File: src/rtl/dac_pkg.sv
// dac_pkg: shared constants and state encoding for the serial DAC transmitter.
package dac_pkg;
  localparam int FRAME_W = 16;
  localparam int DAC_W = 12;
  localparam logic [3:0] CTRL_BITS = 4'b0000;
  localparam logic [DAC_W-1:0] CODE_MID = 12'h800;
  typedef enum logic [1:0] {ST_IDLE, ST_SHIFT, ST_GUARD} state_t;
endpackage

File: src/rtl/dac_code_conv.sv
// dac_code_conv: signed sample -> offset-binary DAC code (arithmetic shift, saturate, offset).
module dac_code_conv #(
  parameter int DATA_W = 18,
  parameter int SHIFT = 6,
  parameter int DAC_W = dac_pkg::DAC_W
) (
  input  logic signed [DATA_W-1:0] sample,
  output logic        [DAC_W-1:0]  code
);
  localparam logic signed [DATA_W-1:0] HI = DATA_W'((1 << (DAC_W - 1)) - 1);
  localparam logic signed [DATA_W-1:0] LO = ~HI;
  localparam logic signed [DATA_W-1:0] MID = HI + DATA_W'(1);
  logic signed [DATA_W-1:0] v, sat;
  always_comb begin
    v = sample >>> SHIFT;
    sat = v > HI ? HI : v < LO ? LO : v;
    code = DAC_W'(sat + MID);
  end
endmodule

File: src/rtl/dac_serial_tx.sv
// dac_serial_tx: converts a filter sample to a 16-bit DAC frame and shifts it out MSB first
// on sync_n/sclk/din, followed by a guard interval with sync_n high.
module dac_serial_tx #(
  parameter int CLK_DIV = 2,
  parameter int SHIFT = 6,
  parameter int DATA_W = 18,
  parameter int DAC_W = 12
) (
  input  logic                     clk,
  input  logic                     rst,
  input  logic                     start,
  input  logic signed [DATA_W-1:0] sample,
  output logic                     busy,
  output logic                     done,
  output logic                     sync_n,
  output logic                     sclk,
  output logic                     din
);
  import dac_pkg::*;
  localparam int CW = $clog2(CLK_DIV + 1);
  localparam logic [CW-1:0] CMAX = CW'(CLK_DIV - 1);
  state_t state, state_nx;
  logic [CW-1:0] cnt, cnt_nx;
  logic [3:0] bitc, bitc_nx;
  logic [FRAME_W-1:0] sreg, sreg_nx;
  logic sclk_nx, sync_nx, din_nx, tick;
  logic [DAC_W-1:0] code;
  dac_code_conv #(.DATA_W(DATA_W), .SHIFT(SHIFT), .DAC_W(DAC_W)) u_conv (
    .sample(sample),
    .code(code)
  );
  assign tick = cnt == CMAX;
  assign busy = state != ST_IDLE;
  assign done = state == ST_GUARD && tick;
  always_comb begin
    state_nx = state;
    cnt_nx = cnt;
    bitc_nx = bitc;
    sreg_nx = sreg;
    sclk_nx = sclk;
    sync_nx = sync_n;
    din_nx = din;
    case (state)
      ST_IDLE: if (start) begin
        state_nx = ST_SHIFT;
        cnt_nx = '0;
        bitc_nx = '0;
        sreg_nx = {CTRL_BITS, code};
        sync_nx = 1'b0;
        sclk_nx = 1'b1;
        din_nx = sreg_nx[FRAME_W-1];
      end
      ST_SHIFT: begin
        cnt_nx = tick ? '0 : cnt + 1'b1;
        if (tick) begin
          sclk_nx = ~sclk;
          // rising edges advance the data; the one after bit 0 closes the frame
          if (!sclk && bitc == 4'd15) begin
            state_nx = ST_GUARD;
            sync_nx = 1'b1;
            din_nx = 1'b0;
          end else if (!sclk) begin
            bitc_nx = bitc + 1'b1;
            sreg_nx = sreg << 1;
            din_nx = sreg[FRAME_W-2];
          end
        end
      end
      ST_GUARD: begin
        cnt_nx = tick ? '0 : cnt + 1'b1;
        if (tick) state_nx = ST_IDLE;
      end
      default: state_nx = ST_IDLE;
    endcase
  end
  always_ff @(posedge clk or posedge rst) begin
    if (rst) begin
      state <= ST_IDLE;
      cnt <= '0;
      bitc <= '0;
      sreg <= '0;
      sclk <= 1'b1;
      sync_n <= 1'b1;
      din <= 1'b0;
    end else begin
      state <= state_nx;
      cnt <= cnt_nx;
      bitc <= bitc_nx;
      sreg <= sreg_nx;
      sclk <= sclk_nx;
      sync_n <= sync_nx;
      din <= din_nx;
    end
  end
endmodule

File: config.mk
export PLATFORM = sky130hd
export DESIGN_NAME = dac_serial_tx
export DESIGN_NICKNAME = d
export VERILOG_FILES = /design/src/rtl/dac_pkg.sv /design/src/rtl/dac_code_conv.sv /design/src/rtl/dac_serial_tx.sv
export SDC_FILE = /design/constraint.sdc
export NUM_CORES = 1
export LEC_CHECK = 0
export BUFFER_PORTS_ARGS = -buffer_cell sky130_fd_sc_hd__buf_2
export CORE_MARGIN = 5
export CORE_UTILIZATION = 45
export DETAILED_ROUTE_END_ITERATION = 12
export GPL_ROUTABILITY_DRIVEN = 0
export PLACE_DENSITY = 0.66
export SYNTH_ARGS = -nofsm -noshare
export SYNTH_HDL_FRONTEND = slang
export SYNTH_SLANG_ARGS = --single-unit
File: constraint.sdc
create_clock -name clk -period 4.13 [get_ports clk]
set_clock_uncertainty 0.1 [all_clocks]
set_input_delay 0.2065 -clock clk [delete_from_list [all_inputs] [get_ports clk]]
set_output_delay 0.2065 -clock clk [all_outputs]
set_load 0.005 [all_outputs]
==> metrics.txt, run 1 <==
post-route cell area around 0.0017 mm2; vias in the first global route ~1200; fillers just over 300; DRT Pass-1 Iters 4; failing checks negative hold slack; Die H roughly 67 um; # Post-CTS Setup Buffers 0; clk_lat worst skew 0.32 ns; antenna cells 0; post-DR wirelength/cell approximately 15 um; total die area ~0.0046 mm2; Setup TNS 0 ns; clk sinks 26; Worst Path Class, Setup reg2reg; Net Count, Synth approximately 180; total track usage ~16%; Post-CTS Resized 0; IO Pins 26; Leak Pwr 0.685 nW; Core Area about 0.0031 mm2; Mapped Area around 0.0015 mm2; Layout area overhead 11.5%; unrepaired setup endpoints after global routing no; TritonCTS Buffers 3; pin count of the biggest net entering global routing 29; vias per cell about 5.7; depth of the CTS H-tree 1; Hold WS -0.0109 ns; Max Cap Violations 0; Final Worst Setup Slack about 1.6 ns; Overflow after GRT 0; synthesized flop and latch total 26; Residual DRC 0; CTS Hold Bufs 1; CP arrival ~2.6 ns; CTS tree done; Mean Syn Cell Area between 9 and 10 um2; relative slew slack between 30 and 40%; post-route ant nets 0; R2R Path Start state[1]$_DFFE_PP0P_; period utilisation layout between 60% and 70%; Starting Density a little under half; 1st-iter DRT viols 47; CP Cell Sequence inv_1 > ha_1 > nand2_1 > or2_0 > o221a_1; share of cells above drive strength 1 19.4%; crit path from state[1]$_DFFE_PP0P_; cell count after synthesis 150; final wirelength approximately 3100 um; Final #Nets 192; # rows 20; Die W between 60 and 70 um; vias after detailed routing around 1200; status complete, but fails checks; Post-DP HPWL between 2000 and 2500 um; Worst VDD drop 0.000281 V; worst slack at placement roughly 1.6 ns; Max Clk Rate 398 MHz; CP Launch Type flop; min cycle time layout around 2.5 ns; first-pass GRT wire length 5470 um; Max Fanout on Critical Path 28; I/O Buffers 19; Seq/Total Area, Yosys between 40% and 50%; Worst setup EP type flop; Power Density 617 mW/mm2; Worst-Margin Slew between 0.9 and 1 ns; min-delay worst type in2async; CP max stage delay about 0.74 ns; Worst-path clk slew approximately 0.14 ns; Max Buffers Root-to-Sink 2; Max Slew Vio Count 0; fin util between 50% and 60%; placed cell area approximately 0.0016 mm2; final setup fails 0; Worst path slowest cell ha_1; Unique masters post-synth 40; Fin. Hold Viols 24; initial antenna violation count 0; CP required 4.25 ns; root buffer cell clkbuf_4; yosys warns 0
## final timing paths
kind | slack (ns) | end | cells past startpoint
min | -0.01 | sreg[14]$_DFFE_PP0P_ | 2
min reg2reg | 0.42 | sreg[12]$_DFFE_PP0P_ | 1
max | 1.62 | sreg[2]$_DFFE_PP0P_ | 5
min in group clk | 0.13 | sreg[1]$_DFFE_PP0P_ | 3
max reg2reg | 1.62 | sreg[2]$_DFFE_PP0P_ | 5
max in group asynchronous | 3.35 | sreg[8]$_DFFE_PP0P_ | 2
## synthesized netlist by cell type
cell type / n / area share (%)
mux2_2: 2 / 1.5
nand3_1: 3 / 1.0
inv_1: 8 / 2.0
nand4_1: 1 / 0.42
or2_0: 1 / 0.42
o21ai_0: 12 / 4.0
clkbuf_1: 6 / 1.5
and2_1: 1 / 0.42
a21oi_2: 1 / 0.59
o21ai_1: 2 / 0.67
or3_1: 1 / 0.42
nor3_1: 1 / 0.34
o22ai_1: 2 / 0.84
nor4b_1: 1 / 0.59
nand4b_1: 1 / 0.59
and4b_1: 1 / 0.67
a31oi_1: 1 / 0.42
a32o_1: 1 / 0.67
or3b_1: 1 / 0.59
a22o_1: 5 / 2.9
nand2_2: 1 / 0.42
nand3b_1: 9 / 4.5
buf_6: 1 / 0.76
o31ai_1: 1 / 0.51
ha_1: 5 / 4.2
a211oi_2: 1 / 0.84
a21oi_1: 5 / 1.7
nor2b_1: 1 / 0.42
o32ai_1: 1 / 0.59
o2bb2ai_1: 1 / 0.59
nand2_1: 6 / 1.5
nor2_1: 9 / 2.3
nor2b_4: 1 / 0.93
dfstp_2: 2 / 3.5
buf_2: 3 / 1.0
o31a_1: 1 / 0.59
o221a_1: 10 / 7.6
nand2b_1: 14 / 5.9
dfrtp_1: 24 / 40
a211oi_1: 2 / 1.0
## worst max-delay path, delay by kind of cell, from the launching register on
kind | cells | cell delay (ns)
adders and majority gates | 1 | 0.74
and+or+nand+nor | 2 | 0.68
DFF | 1 | 0.42
AOI/OAI and AO/OA | 1 | 0.35
buffers and inverters | 1 | 0.12
## power by group
group	switching (mW)	internal, mW
clock network	0.0762	0.0981
registers	0.0617	0.332
logic	0.253	0.202
## layout by cell type (no fill, tap or decap), types with 2 or more instances in the layout
cell	Yosys	layout
a211oi_1	2	2
a21oi_1	5	5
a22o_1	5	5
buf_2	3	19
clkbuf_4	0	3
dfrtp_1	24	24
dfstp_2	2	2
ha_1	5	5
inv_1	8	8
mux2_2	2	2
nand2_1	6	6
nand2b_1	14	14
nand3_1	3	3
nand3b_1	9	9
nor2_1	9	9
o21ai_0	12	12
o21ai_1	2	2
o221a_1	10	10
o22ai_1	2	2
## area by class of cell
type                            instances  area (um2)  area share [%]
Timing Repair Buffer                   21         113            6.79
Clock inverter                          1        30.0            1.81
Multi-Input combinational cell        106         754            45.5
Clock buffer                            3        22.5            1.36
Inverter                                8        30.0            1.81
Tap cell                               44        55.1            3.32
Sequential cell                        26         653            39.4
## flip-flops by register name, summed over array words and instances, names as in the netlist
name    count
cnt         2
sync_n      1
sclk        1
din         1
bitc        4
state       2
sreg       15
## metal layers
metal	part of all wire (%)	vias to the layer above	track usage, %
met5	0	-	0
met1	46	586	20.7
met3	2.6	4	2.50
li1	-	576	-
met2	50	19	25.6
met4	0.93	0	5.32
## cells by family (layout without fill, tap and decap cells)
family | after synthesis | count (layout) | synth area share, %
fa+ha+maj | 5 | 5 | 4.21
buf+inv | 18 | 33 | 5.30
mux | 2 | 2 | 1.52
compound gates | 46 | 46 | 23.6
flops | 26 | 26 | 43.9
simple gates | 53 | 53 | 21.5
## per-stage QoR
step	cells	hold WS, ns	total power, mW
after detailed placement	204	0.327	0.855
after floorplan	150	0.145	0.761
after global placement	204	0.330	0.834
after global routing	209	0.0629	1.11
final	209	-0.0109	1.02
after CTS	209	0.0152	1.03
Power figures use the tool's default switching activity.
==> run 2: changes to the inputs <==
--- a/config.mk
+++ b/config.mk
@@ -5,12 +5,13 @@
 export SDC_FILE = /design/constraint.sdc
 export NUM_CORES = 1
 export LEC_CHECK = 0
+export ABC_AREA = 1
 export BUFFER_PORTS_ARGS = -buffer_cell sky130_fd_sc_hd__buf_2
 export CORE_MARGIN = 5
 export CORE_UTILIZATION = 45
 export DETAILED_ROUTE_END_ITERATION = 12
 export GPL_ROUTABILITY_DRIVEN = 0
-export PLACE_DENSITY = 0.66
+export PLACE_DENSITY = 0.69
 export SYNTH_ARGS = -nofsm -noshare
 export SYNTH_HDL_FRONTEND = slang
 export SYNTH_SLANG_ARGS = --single-unit
==> constraint.sdc (replaced) <==
create_clock -name clk -period 2.3 [get_ports clk]
set_clock_uncertainty 0.1 [all_clocks]
set_input_delay 0.115 -clock clk [delete_from_list [all_inputs] [get_ports clk]]
set_output_delay 0.115 -clock clk [all_outputs]
set_load 0.005 [all_outputs]
==> run 2 against run 1 <==
Net effect:
- the run now ends clean
- worst hold slack gained 0.17 ns
- die area shrank 3.6%
- wire length shrank 12%
- sequential power grew 87%
- critical endpoint is now bitc[3]$_DFFE_PP0P_
- highest routed layer unchanged
- combinational power grew 110%
- sequential share of layout area shrank 1.8 points
- synthesized cell count grew 30%
==> metrics.txt, run 2 <==
status finished, final reports clean; Overflow after GRT 0; antenna cells 0; Layout area overhead 21.9%; Max Clk Rate 563 MHz; pin count of the biggest net entering global routing 27; # rows 20; post-route cell area about 0.0017 mm2; min cycle time layout 1.78 ns; Mean Syn Cell Area ~7.3 um2; cell count after synthesis slightly below 200; Worst-Margin Slew 0.393 ns; Worst-path clk slew about 0.15 ns; final wirelength roughly 2700 um; vias after detailed routing 1227; commonest non-fill, non-tap cell in the layout nand2_1; area of the multi-input gates around 650 um2; Max Slew Vio Count 0; R2R Path Start state[1]$_DFFE_PP0P_; synthesized flop and latch total 26; adder-cell share of the synthesized area 4.39%; Worst VDD drop 0.000532 V; CP required 2.48 ns; Post-CTS Resized 0; Mapped Area 0.00142 mm2; fillers roughly 310; Max Buffers Root-to-Sink 2; Top FF cell, synth dfrtp_1; final setup fails 0; period utilisation layout between 70 and 80%; Max Fanout on Critical Path 20; depth of the CTS H-tree 1; hold path start start; most used cell, CP nand2_1; CTS Hold Bufs 13; most frequent cell after synthesis nand2_1; initial antenna violation count 0; Reg area 653 um2; Largest regs sreg x15, bitc x4; yosys warns 0; Die W roughly 66 um; worst slack at placement 0.546 ns; share of cells above drive strength 1 15.3%; Synth Area in XOR/XNOR 0%; Unique masters post-synth 19; Net Count, Synth approximately 220; vias per cell 4.49; CP Launch Type flop; CP arrival 1.96 ns; 1st-iter DRT viols 57; Leak Pwr 0.997 nW; crit path from state[1]$_DFFE_PP0P_; Final #Nets 256; post-route ant nets 0; Post-synth ARST share 100%; post-synthesis compound-gate area fraction 2.72%; relative slew slack about 74%; root buffer cell clkbuf_4; Worst setup EP type flop; post-DR wirelength/cell between 10 and 15 um; Post-DP HPWL about 1800 um; CTS tree done; clk_lat worst skew between 0.3 and 0.4 ns; Hold WS 0.157 ns; share of the synthesized area in the top cell type around 42%; min-delay worst type in2reg; main combinational cell family by area after synthesis simple AND/OR/NAND/NOR gates; Synth area leaders dfrtp_1, nand2_1, inv_1; Simple-Gate Fraction of Synth Area 38.7%; Starting Density around 47%; non-filler cells in the finished layout ~270; Worst path slowest cell dfrtp_1; # Post-CTS Setup Buffers 0; multiplexer area fraction after synthesis 0%; Final Worst Setup Slack about 0.52 ns; TritonCTS Buffers 3; first-pass GRT wire length ~4800 um; Die H ~66 um; number of flip-flops under the largest register name 15; fin util a little under three fifths; Most flops, register sreg; Setup TNS 0 ns; biggest area consumer among synthesized cells dfrtp_1; Core Area about 0.0031 mm2; Seq/Total Area, Yosys about 46%; DP Cell Count between 200 and 300; placed cell area approximately 0.0016 mm2; Final Power roughly 2.0 mW; synth cell count leaders nand2_1, dfrtp_1, inv_1, nor2_1, nand3_1; clk sinks 26; DRT Pass-1 Iters 5; vias in the first global route 1109; Power Density between 1000 and 1500 mW/mm2; CP Cell Sequence inv_1 > ha_1 > buf_4 > nand2_4 > nand3_4 > nor2_4 > nand2_1 > nand2_1; I/O Buffers 19; Residual DRC 0; IO Pins 26; total track usage about 14%; commonest non-fill, non-tap cells in the layout nand2_1, dfrtp_1, buf_2, inv_1, dlygate4sd3_1; Worst Path Class, Setup reg2reg; Fin. Hold Viols 0; total die area between 0.004 and 0.005 mm2; unrepaired setup endpoints after global routing no; EDFF count, synth 0; CP max stage delay 0.41 ns; Max Cap Violations 0
run 2: layer usage:
metal / global-route usage [%] / up-vias / wire length (um)
met4: 3.81 / 0 / 31
met3: 4.08 / 4 / 73
met2: 24.2 / 12 / 1330
li1: - / 657 / -
met1: 17.6 / 554 / 1320
met5: 0 / - / 0
run 2: kinds of logic after synthesis:
| kind of cell | after synthesis |
|---|---|
| adders and majority gates | 5 |
| and+or+nand+nor | 132 |
| AOI/OAI and AO/OA | 7 |
| DFF | 26 |
| buffers and inverters | 25 |
run 2: critical path: cells and delay by family (launching register included):
| family | cells | cell delay (ns) |
|---|---|---|
| buffers and inverters | 2 | 0.30 |
| adders and majority gates | 1 | 0.21 |
| DFF | 1 | 0.41 |
| and+or+nand+nor | 5 | 0.70 |
run 2: area by class of cell:
class                      count  share of cell area (%)
tap                           44                    3.17
sequential                    26                    37.6
inverter                      20                    4.33
clock inverter                 1                    1.73
timing repair buffer          35                    14.3
clock buffer                   3                    1.30
multi-input combinational    144                    37.6
run 2: worst paths after layout:
kind                                             to  slack (ns)  depth (start not counted)
worst max-delay path            bitc[3]$_DFFE_PP0P_        0.52                          8
worst max register to register  bitc[3]$_DFFE_PP0P_        0.52                          8
worst min-delay path             cnt[0]$_DFFE_PP0P_        0.16                          5
max in group asynchronous        sync_n$_DFFE_PP1P_        1.54                          4
worst min register to register   sync_n$_DFFE_PP1P_        0.38                          2
min in group asynchronous       sreg[6]$_DFFE_PP0P_        0.25                          4
run 2: power breakdown:
part	total (mW)	internal, mW	switching [mW]
registers	0.736	0.630	0.106
clock network	0.322	0.176	0.145
logic	0.956	0.327	0.629
total	2.01	1.13	0.880
